File: config.mk
export PLATFORM = sky130hd
export DESIGN_NAME = fetch_unit
export DESIGN_NICKNAME = d
export VERILOG_FILES = /design/src/rtl/fetch_unit.sv
export SDC_FILE = /design/constraint.sdc
export NUM_CORES = 1
export LEC_CHECK = 0
export BUFFER_PORTS_ARGS = -buffer_cell sky130_fd_sc_hd__buf_2
export CORE_ASPECT_RATIO = 1.25
export CORE_MARGIN = 10
export CORE_UTILIZATION = 51
export DETAILED_ROUTE_END_ITERATION = 6
export PLACE_DENSITY_LB_ADDON = 0.05
export SLEW_MARGIN = 20
export SYNTH_ARGS = -nofsm -noshare
export SYNTH_HDL_FRONTEND = slang
export SYNTH_SLANG_ARGS = --single-unit
export TNS_END_PERCENT = 20
File: constraint.sdc
create_clock -name clk -period 2.2 [get_ports clk]
set_input_delay 0.44 -clock clk [delete_from_list [all_inputs] [get_ports clk]]
set_output_delay 0.44 -clock clk [all_outputs]
set_load 0.03 [all_outputs]
File: src/rtl/fetch_unit.sv
// Instruction fetch unit: owns the PC, issues reads to a synchronous program
// ROM, buffers returned words with their addresses in a small prefetch FIFO
// and presents them to the decoder over a valid/ready handshake. A redirect
// flushes buffered and in-flight words and restarts fetch at a new address.
module fetch_unit #(
    parameter int                ADDR_W   = 16,
    parameter int                INSTR_W  = 32,
    parameter int                DEPTH    = 4,
    parameter logic [ADDR_W-1:0] RESET_PC = '0
) (
    input  logic                     clk,
    input  logic                     rst,
    output logic [ADDR_W-1:0]        prom_addr,
    output logic                     prom_en,
    input  logic [INSTR_W-1:0]       prom_data,
    output logic [INSTR_W-1:0]       instr,
    output logic [ADDR_W-1:0]        instr_pc,
    output logic                     instr_valid,
    input  logic                     instr_ready,
    input  logic                     redirect,
    input  logic [ADDR_W-1:0]        redirect_addr,
    output logic [$clog2(DEPTH):0]   fifo_level
);

    localparam int PW = $clog2(DEPTH);
    localparam int LW = PW + 1;

    logic [ADDR_W-1:0]  pc;
    logic               inflight;
    logic [ADDR_W-1:0]  tag;
    logic [PW-1:0]      rd_ptr;
    logic [PW-1:0]      wr_ptr;
    logic [LW-1:0]      count;

    logic [INSTR_W-1:0] word_mem [DEPTH];
    logic [ADDR_W-1:0]  pc_mem   [DEPTH];

    logic               pop;
    logic               push;
    logic               issue;
    logic [LW:0]        occupancy;

    // Handshake, push and issue decisions; the occupancy counts the word in
    // flight so a returning word always has a free slot waiting for it.
    always_comb begin
        pop       = 1'b0;
        push      = 1'b0;
        issue     = 1'b0;
        occupancy = '0;
        pop       = (count != '0) && instr_ready;
        push      = inflight && !redirect && !rst;
        occupancy = {1'b0, count} + (LW+1)'(inflight) - (LW+1)'(pop);
        issue     = !rst && !redirect && (occupancy < (LW+1)'(DEPTH));
    end

    assign prom_addr   = pc;
    assign prom_en     = issue;
    assign instr_valid = (count != '0);
    assign instr       = word_mem[rd_ptr];
    assign instr_pc    = pc_mem[rd_ptr];
    assign fifo_level  = count;

    // PC, in-flight tracking and FIFO pointers; redirect flushes everything
    // except the new PC, and reset has priority over redirect.
    always_ff @(posedge clk) begin
        if (rst) begin
            pc       <= RESET_PC;
            inflight <= 1'b0;
            tag      <= RESET_PC;
            rd_ptr   <= '0;
            wr_ptr   <= '0;
            count    <= '0;
        end else if (redirect) begin
            pc       <= redirect_addr;
            inflight <= 1'b0;
            tag      <= pc;
            rd_ptr   <= '0;
            wr_ptr   <= '0;
            count    <= '0;
        end else begin
            if (issue) begin
                pc <= pc + ADDR_W'(1);
            end
            inflight <= issue;
            tag      <= pc;
            if (push) begin
                wr_ptr <= wr_ptr + PW'(1);
            end
            if (pop) begin
                rd_ptr <= rd_ptr + PW'(1);
            end
            case ({push, pop})
                2'b10:   count <= count + LW'(1);
                2'b01:   count <= count - LW'(1);
                default: count <= count;
            endcase
        end
    end

    // FIFO storage is left unreset; entries are only read while counted valid.
    always_ff @(posedge clk) begin
        if (push) begin
            word_mem[wr_ptr] <= prom_data;
            pc_mem[wr_ptr]   <= tag;
        end
    end

endmodule

==> impl_metrics.env, run 1 <==
export IMPL_maxCapViolations=0
export IMPL_avgSynthCellArea_um2=19.4
export IMPL_slew_limit_headroom_pct=76.3
export IMPL_finClkSkew_ps=11.9
export IMPL_drc=0
export IMPL_hold_buffers=0
export IMPL_grt_pass1_wl_um=27000
export IMPL_p_per_area_nw_per_um2=834
export IMPL_ctsLongestPathBuffers=3
export IMPL_io_buffers=120
export IMPL_initial_core_util_pct=52.1
export IMPL_via_count=4587
export IMPL_fin_crit_sh_pct=129
export IMPL_r2r_start="fifo_level[1]"
export IMPL_rows=53
export IMPL_crit_path_max_fanout=2
export IMPL_hold_path_class="input port to register"
export IMPL_critical_path_class="register to output port"
export IMPL_worstSetupStartpoint="fifo_level[1]"
export IMPL_drt_first_pass_iters=4
export IMPL_synth_edf_count=192
export IMPL_syn_inst=452
export IMPL_cp_arrival_ps=2390
export IMPL_final_area_um2=11100
export IMPL_reg2reg_slack_ps=-340
export IMPL_multi_input_area_um2=2110
export IMPL_cts_root_buf="clkbuf_16"
export IMPL_clock_fmax_ghz=0.353
export IMPL_numCtsBuffers=22
export IMPL_rsz0062_at_grt="yes"
export IMPL_antenna_found_initial=0
export IMPL_synthArstFlopShare_pct=0
export IMPL_grt_pass1_vias=5030
export IMPL_track_usage_pct=14.8
export IMPL_period_needed_ps=2830
export IMPL_dieArea_um2=22900
export IMPL_cp_start_kind="register"
export IMPL_clock_sinks=234
export IMPL_cpMaxStageDelayCell="or3_4"
export IMPL_die_y_um=167
export IMPL_endpoint_kind="output port"
export IMPL_diodes=0
export IMPL_place_inst=799
export IMPL_synth_cell_types=39
export IMPL_areaGrowthSynthToFinish_pct=26.1
export IMPL_status="finished, violations left"
export IMPL_cts_tree="yes"
export IMPL_rr_worst_depth=11
export IMPL_ant_nets=0
export IMPL_regArea_um2=6620
export IMPL_dp_hpwl_um=10900
export IMPL_ys_flop_type="edfxtp_1"
export IMPL_slowest_delay_ps=380
export IMPL_setup_ws_ps=-630
export IMPL_viasPerCell=5.43
export IMPL_synth_seq_cells=234
export IMPL_core_area_um2=16800
export IMPL_p_leak_nw=3.86
export IMPL_final_common_cell="edfxtp_1"
export IMPL_path_cells="or3_4 > and2_4 > ha_4 > inv_2 > ha_4 > nand3b_1 > and4bb_4 > nor2_4 > nor2_4 > buf_6"
export IMPL_hold_viol=0
export IMPL_worst_slew_pin_slew_ps=354
export IMPL_clock_latency_ps=500
export IMPL_ys_seq_area_share_pct=75.3
export IMPL_ioPinCount=121
export IMPL_rr_endpoint="prom_addr[12]"
export IMPL_fillCellCount=1159
export IMPL_gpl_final_weighted_congestion=0.840
export IMPL_drt_iter0_drc=301
export IMPL_clk_pin_slew_ps=60
export IMPL_synth_warning_count=0
export IMPL_final_cells=845
export IMPL_place_area_um2=9970
export IMPL_cts_max_level=1
export IMPL_syn_area_um2=8770
export IMPL_peakVddDrop_mv=0.518
export IMPL_drv_slew=0
export IMPL_worst_ep_required_time_ps=1760
export IMPL_syn_nets=514
export IMPL_violations="setup timing"
export IMPL_drive_gt1_share_pct=41.9
export IMPL_finalNetCount=671
export IMPL_totalWireLength_um=16800
export IMPL_setup_viol=65
export IMPL_crit_end="prom_en"
export IMPL_mostFrequentLayoutCells="edfxtp_1 (192), buf_2 (87), mux4_2 (48)"
export IMPL_wire_per_inst_um=19.9
export IMPL_dieWidth_um=137
export IMPL_grt_max_degree=49
export IMPL_overflow=0
[metal layers]
metal  track usage, %  wire, µm  part of all wire (%)  vias up
met5                0         0                     0        -
met2             25.3      8580                    51      135
met4             4.18       286                   1.7        0
met1             18.3      6860                    41     2304
li1                 -         -                     -     2124
met3             3.43      1070                   6.4       24
[cells by family after synthesis]
logic type                 after synthesis  share of synthesized area (%)
buffers and inverters                   32                           1.50
AOI/OAI and AO/OA                       37                           3.08
adders and majority gates               10                           1.51
and+or+nand+nor                         73                           4.42
muxes                                   49                           12.4
DFF                                    234                           75.3
xor gates and xnor gates                17                           1.70
[worst min-delay path by stage]
stage / slack [ps] / end / start / depth (start not counted)
2_1_floorplan: 440 / pc_mem[0][0] / tag[0] / 0
3_3_place_gp: 440 / pc_mem[2][3] / tag[3] / 0
3_5_place_dp: 470 / pc_mem[1][10] / tag[10] / 0
4_1_cts: 130 / word_mem[0][5] / prom_data[5] / 1
5_1_grt: 140 / word_mem[2][30] / prom_data[30] / 1
6_report: 150 / word_mem[0][24] / prom_data[24] / 1
[final cells by class]
cell class,count,area share (%)
clock inverters,12,1.23
repair buffers,153,11.1
well taps,220,2.49
inverters,12,0.407
flip-flops and latches,234,59.8
multi-input cells,186,19.1
clock buffers,28,5.84
[synthesized netlist by cell type, types with 2 or more instances]
cell | count | share of area, %
clkbuf_1 | 13 | 0.56
inv_1 | 11 | 0.47
mux4_2 | 48 | 12
o211ai_1 | 4 | 0.34
a211oi_1 | 9 | 0.77
dfxtp_1 | 42 | 9.6
nor2b_1 | 15 | 1.1
a21oi_1 | 3 | 0.17
and2_1 | 2 | 0.14
xor2_1 | 13 | 1.3
o2111ai_1 | 6 | 0.60
nand4_1 | 2 | 0.14
nand2_1 | 5 | 0.21
xnor2_1 | 4 | 0.40
nor2_1 | 26 | 1.1
nand3_1 | 4 | 0.23
ha_1 | 9 | 1.3
a311oi_1 | 4 | 0.40
and3_1 | 6 | 0.43
or3_1 | 5 | 0.36
o21ai_0 | 7 | 0.40
edfxtp_1 | 192 | 66
buf_2 | 6 | 0.34
[power by group]
group / internal, W / leakage (nW) / switching (W)
sequential: 0.00484 / 2.11 / 0.0000504
combinational: 0.000148 / 1.35 / 0.000216
clock: 0.00243 / 0.390 / 0.00154
[metrics by stage]
stage	TNS (ps)	power [W]	setup WS [ps]	util, %	hold WS [ps]
final	-8940	0.00922	-630	65.7	153
after global routing	-14530	0.00954	-720	65.7	136
after CTS	-11430	0.00931	-668	65.5	133
after detailed placement	-2970	0.00533	-258	59.2	466
after global placement	-2240	0.00532	-230	59.2	445
after floorplan	-12280	0.00517	-291	-	438
[flip-flops by register name, summed over array words and instances, names as in the netlist, named ones only]
signal and flops:
word_mem 128, pc_mem 64, prom_addr 16, tag 16, fifo_level 3, rd_ptr 2
wr_ptr 2, inflight 1
[worst max-delay path, delay by kind of cell, from the launching register on]
kind | cells | cell delay, ps
flip-flops | 1 | 320
buffers and inverters | 2 | 180
AND/OR/NAND/NOR | 6 | 1050
adder cells (fa/ha/maj) | 2 | 330
[timing repair]
item,4_1_cts,5_1_grt
pin swaps,6,7
cloned,2,0
gates resized for setup,65,4
endpoints found under the setup margin,59,66
setup buffers,3,2
(Power assumes the default switching activity.)
==> run 2: changes to the inputs <==
ABC_AREA = 1   (was unset)
CORE_UTILIZATION = 52   (was 51)
==> run 2 against run 1 <==
Against the previous run:
- the run still ends with setup timing left
- cell area grew 3.4%
- register-to-register slack gained 470 ps
- flip-flop and latch count is the same
- critical endpoint unchanged
- largest cell class unchanged
- critical path depth is the same
- largest power group unchanged
- worst setup slack gained 210 ps
==> impl_metrics.env, run 2 <==
export IMPL_synth_xor_area_share_pct=0.0955
export IMPL_setup_tns_ps=-416
export IMPL_synth_cell_types=26
export IMPL_hold_viol=0
export IMPL_synthAdderAreaFrac_pct=1.45
export IMPL_status="finished, violations left"
export IMPL_drive_gt1_share_pct=24.7
export IMPL_synth_warning_count=0
export IMPL_synth_area_top_cells="edfxtp_1 (63%), dfxtp_1 (9.2%), o21ai_0 (6.1%)"
export IMPL_slew_limit_headroom_pct=72.4
export IMPL_core_area_um2=17400
export IMPL_ys_seq_area_share_pct=72.0
export IMPL_grt_pass1_vias=6660
export IMPL_yosys_area_share_simple_pct=12.0
export IMPL_synth_edf_count=192
export IMPL_ant_nets=0
export IMPL_totalWireLength_um=22200
export IMPL_p_per_area_nw_per_um2=767
export IMPL_finClkSkew_ps=8.40
export IMPL_maxCapViolations=0
export IMPL_holdCritStartpoint="prom_data[30]"
export IMPL_setup_viol=1
export IMPL_initial_core_util_pct=52.6
export IMPL_drv_slew=0
export IMPL_synth_top_cells_by_count="edfxtp_1 (192), nor2_1 (133), o21ai_0 (112)"
export IMPL_overflow=0
export IMPL_drc=0
export IMPL_clock_sinks=234
export IMPL_multi_input_area_um2=2360
export IMPL_clk_pin_slew_ps=70
export IMPL_synthArstFlopShare_pct=0
export IMPL_power_w=0.00878
export IMPL_mostFrequentLayoutCells="edfxtp_1 (192), nor2_1 (129), o21ai_0 (106)"
export IMPL_critical_path_class="register to output port"
export IMPL_grt_max_degree=49
export IMPL_rsz0062_at_grt="yes"
export IMPL_synth_most_common_cell="edfxtp_1"
export IMPL_cp_start_kind="register"
export IMPL_ys_flop_type="edfxtp_1"
export IMPL_final_common_cell="edfxtp_1"
export IMPL_synth_top_family_by_area="simple AND/OR/NAND/NOR gates"
export IMPL_top_register="word_mem"
export IMPL_endpoint_kind="output port"
export IMPL_finalNetCount=993
export IMPL_holdPathEnd="word_mem[0][30]"
export IMPL_numCtsBuffers=23
export IMPL_fillCellCount=1346
export IMPL_clock_latency_ps=500
export IMPL_diodes=0
export IMPL_setup_ws_ps=-416
export IMPL_synth_compound_area_share_pct=10.6
export IMPL_drt_first_pass_iters=5
export IMPL_hold_ws_ps=157
export IMPL_antenna_found_initial=0
export IMPL_hold_path_class="input port to register"
export IMPL_track_usage_pct=18.0
export IMPL_fin_util_pct=65.6
export IMPL_hold_buffers=0
export IMPL_ioPinCount=121
export IMPL_rr_worst_depth=16
export IMPL_cts_root_buf="clkbuf_16"
export IMPL_regArea_um2=6620
export IMPL_fin_crit_sh_pct=119
export IMPL_cp_arrival_ps=2180
export IMPL_worst_slew_pin_slew_ps=413
export IMPL_place_area_um2=10300
export IMPL_rr_endpoint="prom_addr[10]"
export IMPL_drt_iter0_drc=395
export IMPL_grt_pass1_wl_um=34400
export IMPL_die_y_um=169
export IMPL_gpl_final_weighted_congestion=0.857
export IMPL_syn_nets=840
export IMPL_dp_hpwl_um=13800
export IMPL_wire_per_inst_um=19.0
export IMPL_holdPathStages=1
export IMPL_worst_ep_required_time_ps=1760
export IMPL_r2r_start="fifo_level[2]"
export IMPL_cts_max_level=1
export IMPL_via_count=6383
export IMPL_synth_top_area_share_pct=62.8
export IMPL_cts_tree="yes"
export IMPL_reg2reg_slack_ps=130
export IMPL_crit_path_max_fanout=4
export IMPL_ctsLongestPathBuffers=3
export IMPL_viasPerCell=5.45
export IMPL_synth_seq_cells=234
export IMPL_clock_fmax_ghz=0.382
export IMPL_dieArea_um2=23400
export IMPL_areaGrowthSynthToFinish_pct=24.6
export IMPL_period_needed_ps=2620
export IMPL_io_buffers=120
export IMPL_rows=54
export IMPL_syn_area_um2=9180
export IMPL_largest_register_ffs=128
export IMPL_avgSynthCellArea_um2=11.8
export IMPL_peakVddDrop_mv=0.563
export IMPL_violations="setup timing"
export IMPL_synth_area_leader_cell="edfxtp_1"
export IMPL_dieWidth_um=139
export IMPL_muxShareOfSynthArea_pct=0
export IMPL_syn_inst=778
export IMPL_top_regs="word_mem (128), pc_mem (64)"
export IMPL_final_area_um2=11400
export IMPL_p_leak_nw=4.38
## run 2: changes by cell type after synthesis, sizes merged, moves of 12 or more
| cell | previous run | this run |
|---|---|---|
| nor2 | 27 | 135 |
| clkbuf | 13 | 28 |
| a21oi | 4 | 16 |
| nor2b | 15 | 0 |
| inv | 11 | 46 |
| xor2 | 13 | 0 |
| nand2 | 5 | 79 |
| nand3 | 4 | 47 |
| mux4 | 48 | 0 |
| o21ai | 7 | 116 |
| o22ai | 1 | 48 |
## run 2: worst max-delay path, cell delays in order, from the launching register on
cell and delay (ps):
dfxtp_2 340, inv_2 50, buf_4 130, ha_1 360, a21oi_1 230, nand2_1 90, nand2_1 90, nand2_2 70
nand2_4 100, clkinvlp_4 90, buf_6 130
## run 2: power by group
part | leakage (nW) | switching (W) | internal, W | total (W)
Clock | 0.331 | 0.00154 | 0.00194 | 0.00347
Combinational | 1.95 | 0.000277 | 0.000143 | 0.000420
Sequential | 2.09 | 0.0000460 | 0.00483 | 0.00488
## run 2: kinds of logic (layout without fill, tap and decap cells)
group,after synthesis,in the layout
compound gates,181,181
flops,234,234
fa+ha+maj,10,10
xor+xnor,1,1
buf+inv,87,255
simple gates,265,266
## run 2: worst max path at each step
stage                  start           end  slack (ps)  cells past startpoint
5_1_grt        fifo_level[2]       prom_en        -470                     13
4_1_cts        fifo_level[2]       prom_en        -410                     14
6_report       fifo_level[2]       prom_en        -420                     10
3_3_place_gp     instr_ready       prom_en         -30                     13
2_1_floorplan            rst  pc_mem[0][0]        -350                      4
3_5_place_dp     instr_ready       prom_en        -120                     13
## run 2: layer usage
metal	vias to the layer above	track usage (%)	part of all wire (%)
met5	-	0	0
met4	0	5.72	1.8
met3	26	3.75	6.4
met2	190	32.6	53
met1	3083	20.7	39
li1	3084	-	-
## run 2: metrics by stage
step / instances / setup slack, ps
CTS: 1167 / -406
floorplan: 778 / -349
global placement: 1118 / -31.9
detailed placement: 1118 / -117
global route: 1171 / -475
finish: 1171 / -416
## run 2: repair_timing
item                       in CTS  in global routing
setup endpoints to repair      49                 55
cloned                          2                  4
buffers inserted                6                  1
pin swaps                       8                  4
gates resized for setup        38                 59
hold endpoints to repair        0                  0
## run 2: area by class of cell
class                           count  share of cell area (%)
Clock buffer                       30                    5.26
Clock inverter                     11                   0.580
Inverter                           47                    1.69
Multi-Input combinational cell    458                    20.6
Sequential cell                   234                    57.9
Tap cell                          224                    2.45
Timing Repair Buffer              167                    11.5
==> run 3: changes to the inputs <==
CORE_MARGIN = unset   (was 10)
CORE_UTILIZATION = 57   (was 52)
clock period = 2.84 ns   (was 2.2 ns; I/O delays follow)
==> run 3 against run 2 <==
Against the previous run:
- the run now ends clean
- cell area fell by 5.0%
- sequential share of layout area rose by 3.1 points
- via count fell by 1.4%
- first-iteration DRC count fell by 5.1%
- critical path depth rose by 4
- flip-flop and latch count did not move
- clock skew rose by 3.5 ps
- clock power fell by 17%
- global-route usage rose by 5.6 points
- largest cell class unchanged
- highest routed layer unchanged
==> impl_metrics.env, run 3 (synthesis results as in run 2) <==
export IMPL_dp_slack_ps=313
export IMPL_critical_path_class="register to output port"
export IMPL_crit_top_cell="nand3_2"
export IMPL_hold_viol=0
export IMPL_hold_buffers=0
export IMPL_endpoint_kind="output port"
export IMPL_overflow=0
export IMPL_fillCellCount=1141
export IMPL_cts_root_buf="clkbuf_16"
export IMPL_finClkSkew_ps=11.9
export IMPL_regArea_um2=6620
export IMPL_top_register="word_mem"
export IMPL_dieArea_um2=16600
export IMPL_fin_crit_sh_pct=94.9
export IMPL_core_area_um2=15600
export IMPL_critPathTopFamily="simple AND/OR/NAND/NOR gates"
export IMPL_grt_pass1_vias=6126
export IMPL_wire_per_inst_um=17.2
export IMPL_drt_first_pass_iters=5
export IMPL_status="complete, no violations"
export IMPL_hold_path_class="input port to register"
export IMPL_cts_max_level=1
export IMPL_ioPinCount=121
export IMPL_reg2reg_slack_ps=640
export IMPL_cp_start_kind="register"
export IMPL_met1_usage_pct=29.1
export IMPL_dp_hpwl_um=11300
export IMPL_grt_use_met3_pct=3.67
export IMPL_gpl_final_weighted_congestion=0.798
export IMPL_rsz0062_at_grt="yes"
export IMPL_dieWidth_um=115
export IMPL_track_usage_pct=23.6
export IMPL_cp_depth=14
export IMPL_period_needed_ps=2690
export IMPL_clk_pin_slew_ps=60
export IMPL_drv_slew=0
export IMPL_clock_fmax_ghz=0.371
export IMPL_drive_gt1_share_pct=21.7
export IMPL_drc=0
export IMPL_clock_latency_ps=500
export IMPL_drt_iter0_drc=375
export IMPL_p_per_area_nw_per_um2=640
export IMPL_rows=51
export IMPL_gr_max_usage_layer="met2"
export IMPL_setup_ws_ps=146
export IMPL_mostFrequentLayoutCells="edfxtp_1 (192), nor2_1 (129), buf_2 (119)"
export IMPL_peakVddDrop_mv=0.380
export IMPL_viasPerCell=5.57
export IMPL_power_w=0.00695
export IMPL_multi_input_area_um2=2270
export IMPL_worst_slew_pin_slew_ps=811
export IMPL_path_cells="inv_2 > nand3_2 > nand2_1 > inv_2 > ha_1 > inv_1 > ha_4 > nand3_2 > nand3_2 > nand2_2 > nor2_4 > nand2_4 > inv_1 > buf_6"
export IMPL_top_regs="word_mem (128), pc_mem (64)"
export IMPL_largest_register_ffs=128
export IMPL_slowest_delay_ps=370
export IMPL_setup_viol=0
export IMPL_cpMaxStageDelayCell="dfxtp_4"
export IMPL_totalWireLength_um=19500
export IMPL_grt_max_degree=63
export IMPL_initial_core_util_pct=58.7
export IMPL_numCtsBuffers=23
export IMPL_grt_pass1_wl_um=29800
export IMPL_via_count=6293
export IMPL_maxCapViolations=0
export IMPL_antenna_found_initial=0
export IMPL_crit_path_max_fanout=4
export IMPL_final_common_cell="edfxtp_1"
export IMPL_ctsLongestPathBuffers=3
export IMPL_diodes=0
export IMPL_cp_arrival_ps=2130
export IMPL_p_leak_nw=4.13
export IMPL_finalNetCount=964
export IMPL_worst_ep_required_time_ps=2270
export IMPL_grtUsageMet2_pct=42.0
export IMPL_cp_buffers_inverters=5
export IMPL_clock_sinks=234
export IMPL_rr_worst_depth=15
export IMPL_die_y_um=144
export IMPL_cts_tree="yes"
export IMPL_slew_limit_headroom_pct=45.9
export IMPL_holdPathStages=1
export IMPL_ant_nets=0
export IMPL_io_buffers=120
export IMPL_areaGrowthSynthToFinish_pct=18.3
## run 3: cell types whose count changed in the layout (fill, tap and decap cells not counted), moves of 5 or more
cell,before,now
buf_4,55,15
buf_2,88,119
o21ai_0,106,112
o21ai_1,10,4
buf_12,9,4
## run 3: metrics by stage
step / setup TNS, ps / utilization (%) / cells / hold WS [ps] / area, µm²
6_report: 0 / 69.5 / 1130 / 279 / 10900
5_1_grt: -28.6 / 69.5 / 1130 / 276 / 10900
4_1_cts: 0 / 69.0 / 1128 / 267 / 10800
3_5_place_dp: 0 / 64.3 / 1086 / 452 / 10100
3_3_place_gp: 0 / 64.3 / 1086 / 441 / 10100
2_1_floorplan: -113690 / - / 778 / 436 / 9180
## run 3: repair_timing
item | in CTS | in global routing
pin swaps | 0 | 2
resized for setup | 7 | 9
endpoints found under the setup margin | 1 | 16
buffers inserted | 1 | 2
## run 3: metal layers
| layer | part of all wire (%) | wire length, µm |
|---|---|---|
| met4 | 2.7 | 524 |
| met5 | 0 | 0 |
| met1 | 41 | 8030 |
| met2 | 50 | 9830 |
| met3 | 5.6 | 1100 |
## run 3: layout make-up
type	instances	share of cell area (%)
clock buffers	33	6.02
clock inverters	8	0.668
inverters	47	1.62
multi-input cells	457	20.9
flip-flops and latches	234	60.9
well taps	212	2.44
repair buffers	139	7.36
## run 3: worst reg2reg max path: cells and delay by family, from the launching register on
| family | cells | cell delay [ps] |
|---|---|---|
| flip-flops | 1 | 370 |
| adder cells (fa/ha/maj) | 2 | 400 |
| AND/OR/NAND/NOR | 7 | 640 |
| AO/OA/AOI/OAI | 2 | 280 |
| buffers and inverters | 4 | 400 |
## run 3: path summary, 6_finish.rpt
| kind | start | endpoint |
|---|---|---|
| max | fifo_level[0] | prom_en |
| min | prom_data[1] | word_mem[2][1] |
| max reg2reg | fifo_level[0] | prom_addr[4] |
| min reg2reg | rd_ptr[1] | register |
## run 3: where the power goes
part / total [W] / switching [W] / internal (W)
clock network: 0.00288 / 0.00119 / 0.00169
registers: 0.00378 / 0.0000357 / 0.00375
logic: 0.000291 / 0.000201 / 0.0000903
